**src/rtl/porta_logica_param.sv**
```systemverilog
// ---------------------------------------------------------------------------
// porta_logica_param
//
// Registered two-operand bitwise logic unit with an OR/AND reduction
// accumulator and a one-entry valid/ready output register.
//
// Handshake semantics (both sides):
//   A transfer happens on a rising edge where valid and ready are both 1.
//   A producer holding valid=1 must keep its payload stable until it is
//   taken; ready may depend combinationally on the downstream ready only.
//
// Parameters:
//   WIDTH  operand/result width in bits (>= 1)
//   CNT_W  width of the saturating accepted-transaction counter (>= 1)
//
// Ports:
//   clk        clock, all state updates on the rising edge
//   rst        synchronous active-high reset
//   in_valid   a/b/op carry a transaction this cycle
//   in_ready   unit can take a transaction this cycle (= !out_valid | out_ready)
//   a, b       operands
//   op         function select:
//                000 AND  001 OR  010 XOR  011 NAND  100 NOR  101 XNOR
//                110 ACC_OR  111 ACC_AND
//   clr        single-cycle strobe clearing the accumulator
//   out_valid  y holds a result that has not been consumed yet
//   out_ready  downstream takes y this cycle
//   y          registered result
//   cnt        number of accepted transactions, saturating at all-ones
// ---------------------------------------------------------------------------
module porta_logica_param #(
    parameter int WIDTH = 8,
    parameter int CNT_W = 8
) (
    input  logic             clk,
    input  logic             rst,
    input  logic             in_valid,
    output logic             in_ready,
    input  logic [WIDTH-1:0] a,
    input  logic [WIDTH-1:0] b,
    input  logic [2:0]       op,
    input  logic             clr,
    output logic             out_valid,
    input  logic             out_ready,
    output logic [WIDTH-1:0] y,
    output logic [CNT_W-1:0] cnt
);

    typedef enum logic [2:0] {
        OP_AND     = 3'b000,
        OP_OR      = 3'b001,
        OP_XOR     = 3'b010,
        OP_NAND    = 3'b011,
        OP_NOR     = 3'b100,
        OP_XNOR    = 3'b101,
        OP_ACC_OR  = 3'b110,
        OP_ACC_AND = 3'b111
    } op_e;

    localparam logic [CNT_W-1:0] CNT_MAX = '1;

    // Accumulator state. 'first' marks that the next accumulate operation
    // must load its operand result instead of combining with acc.
    logic [WIDTH-1:0] acc;
    logic             first;

    logic             accept;
    logic             handoff;
    logic             is_acc;
    logic             acc_fresh;
    logic [WIDTH-1:0] and_r;
    logic [WIDTH-1:0] or_r;
    logic [WIDTH-1:0] acc_new;
    logic [WIDTH-1:0] result;

    // The output register can take new data when it is empty or is being
    // drained this very cycle, which gives full throughput.
    assign in_ready = !out_valid || out_ready;
    assign accept   = in_valid && in_ready;
    assign handoff  = out_valid && out_ready;

    assign and_r = a & b;
    assign or_r  = a | b;

    // A clear arriving together with an accumulate transaction wins: the
    // transaction then behaves as the first of a new reduction.
    assign acc_fresh = first || clr;

    always_comb begin
        is_acc  = 1'b0;
        acc_new = acc;
        result  = '0;
        case (op_e'(op))
            OP_AND:  result = and_r;
            OP_OR:   result = or_r;
            OP_XOR:  result = a ^ b;
            OP_NAND: result = ~and_r;
            OP_NOR:  result = ~or_r;
            OP_XNOR: result = ~(a ^ b);
            OP_ACC_OR: begin
                is_acc  = 1'b1;
                acc_new = acc_fresh ? or_r : (acc | or_r);
                result  = acc_new;
            end
            OP_ACC_AND: begin
                is_acc  = 1'b1;
                acc_new = acc_fresh ? and_r : (acc & and_r);
                result  = acc_new;
            end
            default: result = '0;
        endcase
    end

    always_ff @(posedge clk) begin
        if (rst) begin
            acc       <= '0;
            first     <= 1'b1;
            y         <= '0;
            out_valid <= 1'b0;
            cnt       <= '0;
        end else begin
            // Accumulator: an accepted accumulate op already folded any
            // coincident clr into acc_new, so it takes priority here.
            if (accept && is_acc) begin
                acc   <= acc_new;
                first <= 1'b0;
            end else if (clr) begin
                acc   <= '0;
                first <= 1'b1;
            end

            // Output register and counter.
            if (accept) begin
                y         <= result;
                out_valid <= 1'b1;
                if (cnt != CNT_MAX) begin
                    cnt <= cnt + 1'b1;
                end
            end else if (handoff) begin
                out_valid <= 1'b0;
            end
        end
    end

endmodule

```
**config.mk**
```make
export PLATFORM = sky130hd
export DESIGN_NAME = porta_logica_param
export DESIGN_NICKNAME = d
export VERILOG_FILES = /design/src/rtl/porta_logica_param.sv
export SDC_FILE = /design/constraint.sdc
export NUM_CORES = 1
export LEC_CHECK = 0
export CAP_MARGIN = 0
export CORE_MARGIN = 1
export CORE_UTILIZATION = 33
export DETAILED_ROUTE_END_ITERATION = 10
export PLACE_DENSITY = 0.54
export SYNTH_ARGS = -nofsm -noshare
export SYNTH_HDL_FRONTEND = slang
export SYNTH_SLANG_ARGS = --single-unit
```
**constraint.sdc**
```tcl
create_clock -name clk -period 2.25 [get_ports clk]
set_clock_uncertainty 0.05 [all_clocks]
set_input_delay 0.225 -clock clk [delete_from_list [all_inputs] [get_ports clk]]
set_output_delay 0.225 -clock clk [all_outputs]
set_load 0.01 [all_outputs]
```
# ---- Word level (Yosys, flattened, before mapping)
# Index checks and enable logic that the tools add are counted.
dict set report word_totals {
  register_bits 26
  latchBits 0
  mem_bits_rw 0
  romBits 0
  in_bits 24
  output_inout_bits 18
  wordCells 46
  memories 0
}
dict set report classes {
  n_addsub 1
  n_mul 0
  div 0
  magnitude_cmp 0
  n_eq_ne 9
  shifts 0
  n_mux 11
  bitwise_logic 8
  n_reduce_logical 12
}
# operator n
set ops {}
lappend ops {{one-hot mux 8 bit (8 select lines)} 1}
lappend ops {{2-to-1 mux 8 bit} 4}
lappend ops {{NOT 8 bit} 3}
lappend ops {{bitwise AND 8 bit} 2}
lappend ops {{OR 8 bit} 2}
lappend ops {{one-hot mux 8 bit (2 select lines)} 1}
lappend ops {{equality test 3 bit, second input constant} 4}
lappend ops {{adder 8 x 1 -> 8 bit, second input constant} 1}
lappend ops {{!= test 8 bit, second input constant} 1}
lappend ops {{bitwise XOR 8 bit} 1}
lappend ops {{equality test 3 x 2 -> 1 bit, second input constant} 2}
lappend ops {{2-to-1 mux 1 bit} 5}
lappend ops {{AND reduction 2 bit} 2}
lappend ops {{nonzero test 2 bit} 2}
lappend ops {{equality test 3 x 1 -> 1 bit, second input constant} 1}
lappend ops {{logical AND 1 bit} 3}
lappend ops {{zero test 3 bit} 1}
lappend ops {{!= test 3 x 1 -> 1 bit, second input constant} 1}
lappend ops {{logical OR 1 bit} 2}
lappend ops {{OR reduction 2 bit} 1}
lappend ops {{zero test 1 bit} 1}

# ---- Logic depth before layout (Yosys ltp)
# Gate-level depths: netlist of run 1.
dict set report depth {
  ltp_word 6
  mapped_depth 7
  depth_no_buf 6
}

# ---- Worst setup path after synthesis of run 1
# No wires, ideal clock.
dict set report synth_path {
  kind {reg2reg}
  from {register cnt[0]}
  to {register cnt[6]}
  setup_ns 0.071
  t_arrival_ns 1.361
  required_ns 2.129
  setup_slack_ns 0.769
  stages_incl_launch_ff 5
  n_path_buf 0
  period_less_slack_ns 1.481
  path_cell_list {dfxtp_1 > ha_1 > o2111ai_2 > or4_1 > a21oi_1}
}
dict set report synth_via {
  elab_chain_len 2
  word_cells_on_any_way 3
  classes_between {1 x add/sub; 1 x eq/ne; 1 x reduce/logical}
}
# item line_no
set synth_rtl {}
lappend synth_rtl {{start: declaration} 46} ;# output logic [CNT_W-1:0] cnt
lappend synth_rtl {{start signal: assignment} 137} ;# cnt <= cnt + 1'b1;
lappend synth_rtl {{parallel branches: the longest is 2 deep, another holds adder 8 x 1 -> 8 bit} n/a}
# Parallel ways; which one is timed is not known.
# A chain may end at the register's enable or synchronous reset.

# ---- Worst setup path after layout of run 1
dict set report layout_path {
  from {input port out_ready}
  to {output port in_ready}
}
dict set report layout_via {
  elab_chain_len 1
}
# item line_no
set layout_rtl {}
lappend layout_rtl {{start: declaration} 44} ;# input logic out_ready,
lappend layout_rtl {{logical OR 1 bit} 78} ;# assign in_ready = !out_valid || out_ready;
lappend layout_rtl {{end: declaration} 38} ;# output logic in_ready,
# No other way between the ends.

==> results of run 1 <==
per-layer routing:
| layer | vias to the layer above | GRT usage, % |
|---|---|---|
| li1 | 1149 | - |
| met1 | 1077 | 25.9 |
| met4 | 0 | 4.55 |
| met5 | - | 0 |
| met3 | 5 | 2.02 |
| met2 | 58 | 28.4 |
state kept, by name (all words and copies together) (netlist names):
register and flops:
cnt 8, acc 8, y 8, first 1, out_valid 1
power groups by stage:
| stage | clock, uW | combinational, uW | sequential (uW) |
|---|---|---|---|
| finish | 411 | 375 | 500 |
| global route | 435 | 411 | 503 |
| CTS | 427 | 375 | 500 |
| detailed placement | 0 | 373 | 511 |
| global placement | 0 | 371 | 511 |
| floorplan | 0 | 216 | 515 |
area by class of cell:
| cell class | count | area, um^2 | area share, % |
|---|---|---|---|
| Multi-Input combinational cell | 209 | 1560 | 52.6 |
| Timing Repair Buffer | 63 | 576 | 19.4 |
| Sequential cell | 26 | 520 | 17.6 |
| Tap cell | 96 | 120 | 4.05 |
| Inverter | 28 | 118 | 3.97 |
| Clock buffer | 3 | 41.3 | 1.39 |
| Clock inverter | 1 | 30.0 | 1.01 |
worst max-delay path: cells and delay by family:
kind / cells / cell delay (ns)
and+or+nand+nor: 1 / 0.26
buffers and inverters: 3 / 1.05
worst paths after layout:
check | from | endpoint | slack [ns] | cells past startpoint
min reg2reg | acc[0]$_SDFFE_PP0P_ | acc[0]$_SDFFE_PP0P_ | 0.43 | 1
max reg2reg | cnt[0]$_SDFFE_PP0P_ | cnt[6]$_SDFFE_PP0P_ | 0.65 | 4
max | out_ready | in_ready | 0.44 | 4
min | acc[0]$_SDFFE_PP0P_ | acc[0]$_SDFFE_PP0P_ | 0.43 | 1
cells by family (layout without fill, tap and decap cells):
group                      Yosys count  count (layout)  synth area share (%)
AOI/OAI and AO/OA                   97              97                  30.1
and+or+nand+nor                     78              78                  19.5
buffers and inverters               47              95                  10.5
DFF                                 26              26                  22.4
adders and majority gates           24              24                  12.9
muxes                                8               8                  3.77
xor gates and xnor gates             2               2                 0.754
metrics by stage:
stage | power (uW) | hold WS [ns] | cell area, um^2 | cells
2_1_floorplan | 731 | 0.393 | 2320 | 282
3_3_place_gp | 882 | 0.402 | 2890 | 422
3_5_place_dp | 884 | 0.411 | 2890 | 422
4_1_cts | 1300 | 0.436 | 2960 | 426
5_1_grt | 1350 | 0.450 | 2960 | 426
6_report | 1290 | 0.431 | 2960 | 426
layout by cell type (no fill, tap or decap), types with 2 or more instances in the layout:
cell type | Yosys | routed
o2111ai_1 | 5 | 5
a32o_1 | 6 | 6
or3_1 | 2 | 2
nand2b_1 | 8 | 8
xor2_1 | 2 | 2
mux2_1 | 4 | 4
mux2_2 | 2 | 2
a211oi_1 | 4 | 4
nor3_1 | 10 | 10
nor2_1 | 21 | 21
nor2b_1 | 2 | 2
o211ai_1 | 2 | 2
nand2_1 | 6 | 6
ha_1 | 24 | 24
o221ai_1 | 9 | 9
or4_1 | 2 | 2
inv_1 | 25 | 25
a31oi_1 | 15 | 15
o21ai_0 | 13 | 13
o21a_1 | 3 | 3
nand3b_1 | 3 | 3
nor4b_1 | 2 | 2
nand3_1 | 6 | 6
o21ai_1 | 3 | 3
and3_1 | 5 | 5
buf_4 | 2 | 22
a21oi_1 | 18 | 18
nand3_2 | 3 | 3
dfxtp_1 | 26 | 26
a221oi_1 | 4 | 4
clkdlybuf4s50_1 | 0 | 41
mux2i_1 | 2 | 2
o31ai_1 | 2 | 2
o22ai_1 | 6 | 6
clkbuf_8 | 0 | 3
==> results.py, run 1 <==
metrics = {
    "sta": {
        "fin_crit_sh_pct": 80.6,
        "drv_slew": 0,
        "fin_crit_ns": 1.81,
        "rsz0062_at_grt": "false",
        "finalHoldViolCount": 0,
        "tns_ns": 0,
        "tightest_slew_ns": 0.483,
        "maxSlewHeadroom_pct": 67.8,
        "timing.fmax_ghz": 0.551,
        "setup_slack_ns": 0.437,
        "setup_viol": 0,
    },
    "die": {
        "core-area_um2": 6790,
        "die_y_um": 85.9,
        "dieArea_um2": 7380,
        "initial_utilization_pct": 34.2,
        "placementRows": 30,
        "io_pins": 42,
        "die_w_um": 85.9,
    },
    "setup_path": {
        "crit_arrival_ns": 1.54,
        "path_max_fanout": 10,
        "critical-path-max-stage-delay_ns": 0.49,
        "crit_path_frequent_cell": "clkdlybuf4s50_1",
        "critPathCaptureType": "primary output",
        "crit_type": "in -> out",
        "crit_path_top_delay_cell": "clkdlybuf4s50_1",
        "crit_path_cell_trace": "clkdlybuf4s50_1, nor2b_4, clkinv_8, clkdlybuf4s50_1",
        "worstPathRequired_ns": 1.98,
        "start_kind": "input pin",
    },
    "cts": {
        "cts_root_buf": "clkbuf_8",
        "numClockSinks": 26,
        "cts_resized": 0,
        "htreeDepth": 1,
        "cts_tree": "yes",
        "clk_pin_slew_ns": 0.10,
        "cts-buffers-inserted": 3,
        "holdBufCountCts": 0,
        "clockBufferDepth": 2,
        "post_cts_buffers": 0,
        "clock_latency_ns": 0.28,
    },
    "yosys": {
        "synth_edf_count": 0,
        "synthArstFlopShare_pct": 0,
        "syn_avg_cell_area_um2": 8.24,
        "ys_seq_area_share_pct": 22.4,
        "yosysTopAreaCell": "dfxtp_1",
        "syn_inst": 282,
        "ys_types": 54,
        "synth_nets": 330,
        "syn-cell-area_um2": 2320,
        "yosys_warnings": 0,
        "ys_top_cells_by_count": "26 x dfxtp_1, 25 x inv_1, 24 x ha_1, 21 x nor2_1, 18 x a21oi_1",
        "yosysMostFrequentCell": "dfxtp_1",
        "ys_ff_latch": 26,
        "synth_ff_type": "dfxtp_1",
        "synth_top_area_share_pct": 22.4,
        "synth_area_leaders": "dfxtp_1 22%, ha_1 13%, a31oi_1 4.0%",
    },
    "routing": {
        "routedWlPerCell_um": 15.1,
        "postRouteAntennaNets": 0,
        "num_vias": 2289,
        "wl_met1_mm": 3.12,
        "wl_mm": 6.42,
        "viasPerCell": 5.37,
        "met3WireLength_um": 341,
        "dr.first_iter.drc_count": 163,
        "drt-pass1-iter-count": 4,
        "wl_met2_mm": 2.90,
        "route.detailed.drc": 0,
        "topRoutingLayerUsed": "met4",
    },
    "layout": {
        "drive_gt1_share_pct": 12.4,
        "area_growth_pct": 27.5,
        "diodes": 0,
        "nets": 379,
        "final_util_pct": 43.6,
        "num-fill-cells": 689,
    },
    "placed_design": {
        "port_buffers": 41,
        "dpl_worst_slack_ns": 0.234,
        "dp_hpwl_mm": 4.88,
        "gp_congestion": 0.820,
    },
    "global_route": {
        "gr-usage-all-layers_pct": 18.0,
        "grt_antenna_before_repair": 0,
        "overflow": 0,
        "grt_pass1_vias": 2108,
        "grt_max_degree": 19,
        "grt_pass1_wl_mm": 10.6,
    },
    "min_path": {
        "hold_class": "reg -> reg",
    },
    "power": {
        "p_int_uw": 907,
        "net-switching-power_uw": 380,
        "p_sw_share_pct": 29.5,
        "power.share.sequential_pct": 38.8,
        "clkPwrFrac_pct": 32.0,
        "worst_ir_drop_vdd_uv": 222,
        "p_per_area_nw_per_um2": 434,
        "p_comb_share_pct": 29.2,
        "p_leak_uw": 0.00114,
    },
    "status": {
        "status": "complete, no violations",
    },
    "flow_run": {
        "maxCapViolations": 0,
    },
}
Power figures use the tool's default switching activity.
==> run 2, diff against run 1 <==
Settings changed: PLACE_DENSITY 0.54 to 0.56.
Clock period 2.25 ns to 1.55 ns, I/O delays scaled along.
==> results.py, run 2 (synthesized netlist as in run 1, its figures left out) <==
metrics = {
    "status": {
        "status": "complete, no violations",
    },
    "setup_path": {
        "crit_type": "reg -> reg",
        "start_kind": "flop",
        "critPathCaptureType": "flop",
        "crit_arrival_ns": 1.66,
        "worstPathRequired_ns": 1.71,
        "path_max_fanout": 5,
    },
    "sta": {
        "timing.fmax_ghz": 0.664,
        "rsz0062_at_grt": "true",
        "timing.hold.ws_ns": 0.426,
        "setup_viol": 0,
        "fin_crit_ns": 1.50,
        "drv_slew": 0,
        "fin_crit_sh_pct": 97.1,
        "finalHoldViolCount": 0,
        "tightest_slew_ns": 0.361,
        "maxSlewHeadroom_pct": 75.9,
        "setup_slack_ns": 0.0451,
    },
    "placed_design": {
        "placed_area_um2": 3190,
        "gp_congestion": 0.834,
        "dp_hpwl_mm": 5.13,
        "dpl_worst_slack_ns": -0.304,
        "port_buffers": 41,
    },
    "layout": {
        "drive_gt1_share_pct": 23.7,
        "final_area_um2": 3310,
        "layout_common_cells": "63 x buf_4, 35 x clkdlybuf4s50_1, 25 x inv_1, 25 x dfxtp_1, 23 x ha_1",
        "nets": 420,
        "multiInputGateArea_um2": 1580,
        "register_area_um2": 522,
        "diodes": 0,
        "final_util_pct": 48.7,
        "num-fill-cells": 666,
        "area_growth_pct": 42.2,
        "reg.largest.list": "acc x8, cnt x8, y x8",
        "final_common_cell": "buf_4",
    },
    "die": {
        "placementRows": 30,
        "initial_utilization_pct": 34.2,
        "die_y_um": 85.9,
        "io_pins": 42,
        "die_w_um": 85.9,
        "core-area_um2": 6790,
        "dieArea_um2": 7380,
    },
    "power": {
        "p_sw_share_pct": 29.4,
        "clkPwrFrac_pct": 30.9,
        "net-switching-power_uw": 573,
        "p_comb_share_pct": 32.1,
        "power.share.sequential_pct": 37.0,
        "p_per_area_nw_per_um2": 590,
        "p_int_uw": 1380,
        "worst_ir_drop_vdd_uv": 350,
        "p_leak_uw": 0.00142,
    },
    "global_route": {
        "grt_pass1_wl_mm": 11.1,
        "grt_max_degree": 23,
        "gr-usage-all-layers_pct": 18.6,
        "grt_pass1_vias": 2298,
        "overflow": 0,
        "grt_antenna_before_repair": 0,
    },
    "routing": {
        "drt-pass1-iter-count": 4,
        "route.detailed.drc": 0,
        "routedWlPerCell_um": 14.4,
        "viasPerCell": 5.14,
        "wl_mm": 6.71,
        "postRouteAntennaNets": 0,
        "dr.first_iter.drc_count": 129,
        "num_vias": 2402,
    },
    "cts": {
        "clk_pin_slew_ns": 0.11,
        "htreeDepth": 1,
        "cts-buffers-inserted": 3,
        "clockBufferDepth": 2,
        "clock_latency_ns": 0.28,
        "cts_tree": "yes",
        "cts_root_buf": "clkbuf_8",
        "numClockSinks": 26,
    },
    "flow_run": {
        "maxCapViolations": 0,
    },
    "min_path": {
        "hold_class": "in -> reg",
    },
}
-- run 2: cell types whose count changed in the layout (fill, tap and decap cells not counted), sizes merged --
cell | before | now
dlygate4sd2 | 0 | 1
clkdlybuf4s50 | 41 | 35
dlymetal6s2s | 0 | 5
buf | 22 | 63
-- run 2: final cells by class --
| class | count | share of cell area [%] |
|---|---|---|
| flip-flops and latches | 26 | 15.8 |
| clock buffers | 3 | 1.25 |
| well taps | 96 | 3.63 |
| inverters | 28 | 3.56 |
| multi-input cells | 209 | 47.8 |
| repair buffers | 104 | 27.1 |
| clock inverters | 1 | 0.908 |
-- run 2: critical path, stage by stage (launching register included) --
cell and delay (ns):
dfxtp_1 0.35, buf_4 0.13, and3_1 0.15, nand3_1 0.15
or4_1 0.43, a21oi_1 0.17
-- run 2: final timing paths --
kind | from | to | slack (ns) | cells past startpoint
setup / recovery | cnt[0]$_SDFFE_PP0P_ | cnt[5]$_SDFFE_PP0P_ | 0.05 | 5
hold / removal | b[2] | y[2]$_SDFFE_PP0P_ | 0.43 | 4
setup reg to reg | cnt[0]$_SDFFE_PP0P_ | cnt[5]$_SDFFE_PP0P_ | 0.05 | 5
hold reg to reg | acc[4]$_SDFFE_PP0P_ | acc[4]$_SDFFE_PP0P_ | 0.43 | 1
-- run 2: through the flow --
step / total power [uW] / instances / setup TNS (ns)
6_report: 1950 / 467 / 0
5_1_grt: 2060 / 467 / -0.0243
3_3_place_gp: 1340 / 461 / -3.84
3_5_place_dp: 1340 / 461 / -4.50
4_1_cts: 1950 / 466 / 0
2_1_floorplan: 1060 / 282 / 0
-- run 2: what timing repair did --
action,CTS,global route
endpoints found under the setup margin,2,22
pin swaps,0,8
buffers inserted,1,1
hold buffers,0,0
resized for setup,2,10
-- run 2: layer usage --
layer  vias up  part of all wire, %  GRT usage (%)
li1       1233                    -              -
met1      1109                   49           26.5
met2        56                   45           30.7
met3         4                  4.8           1.35
met4         0                 0.60           3.64
met5         -                    0              0
-- run 2: power groups by stage --
stage	registers, uW	clock network [uW]	logic (uW)
after floorplan	748	0	314
after global placement	735	0	604
after detailed placement	735	0	609
after CTS	720	611	615
after global routing	725	648	685
final	720	602	626
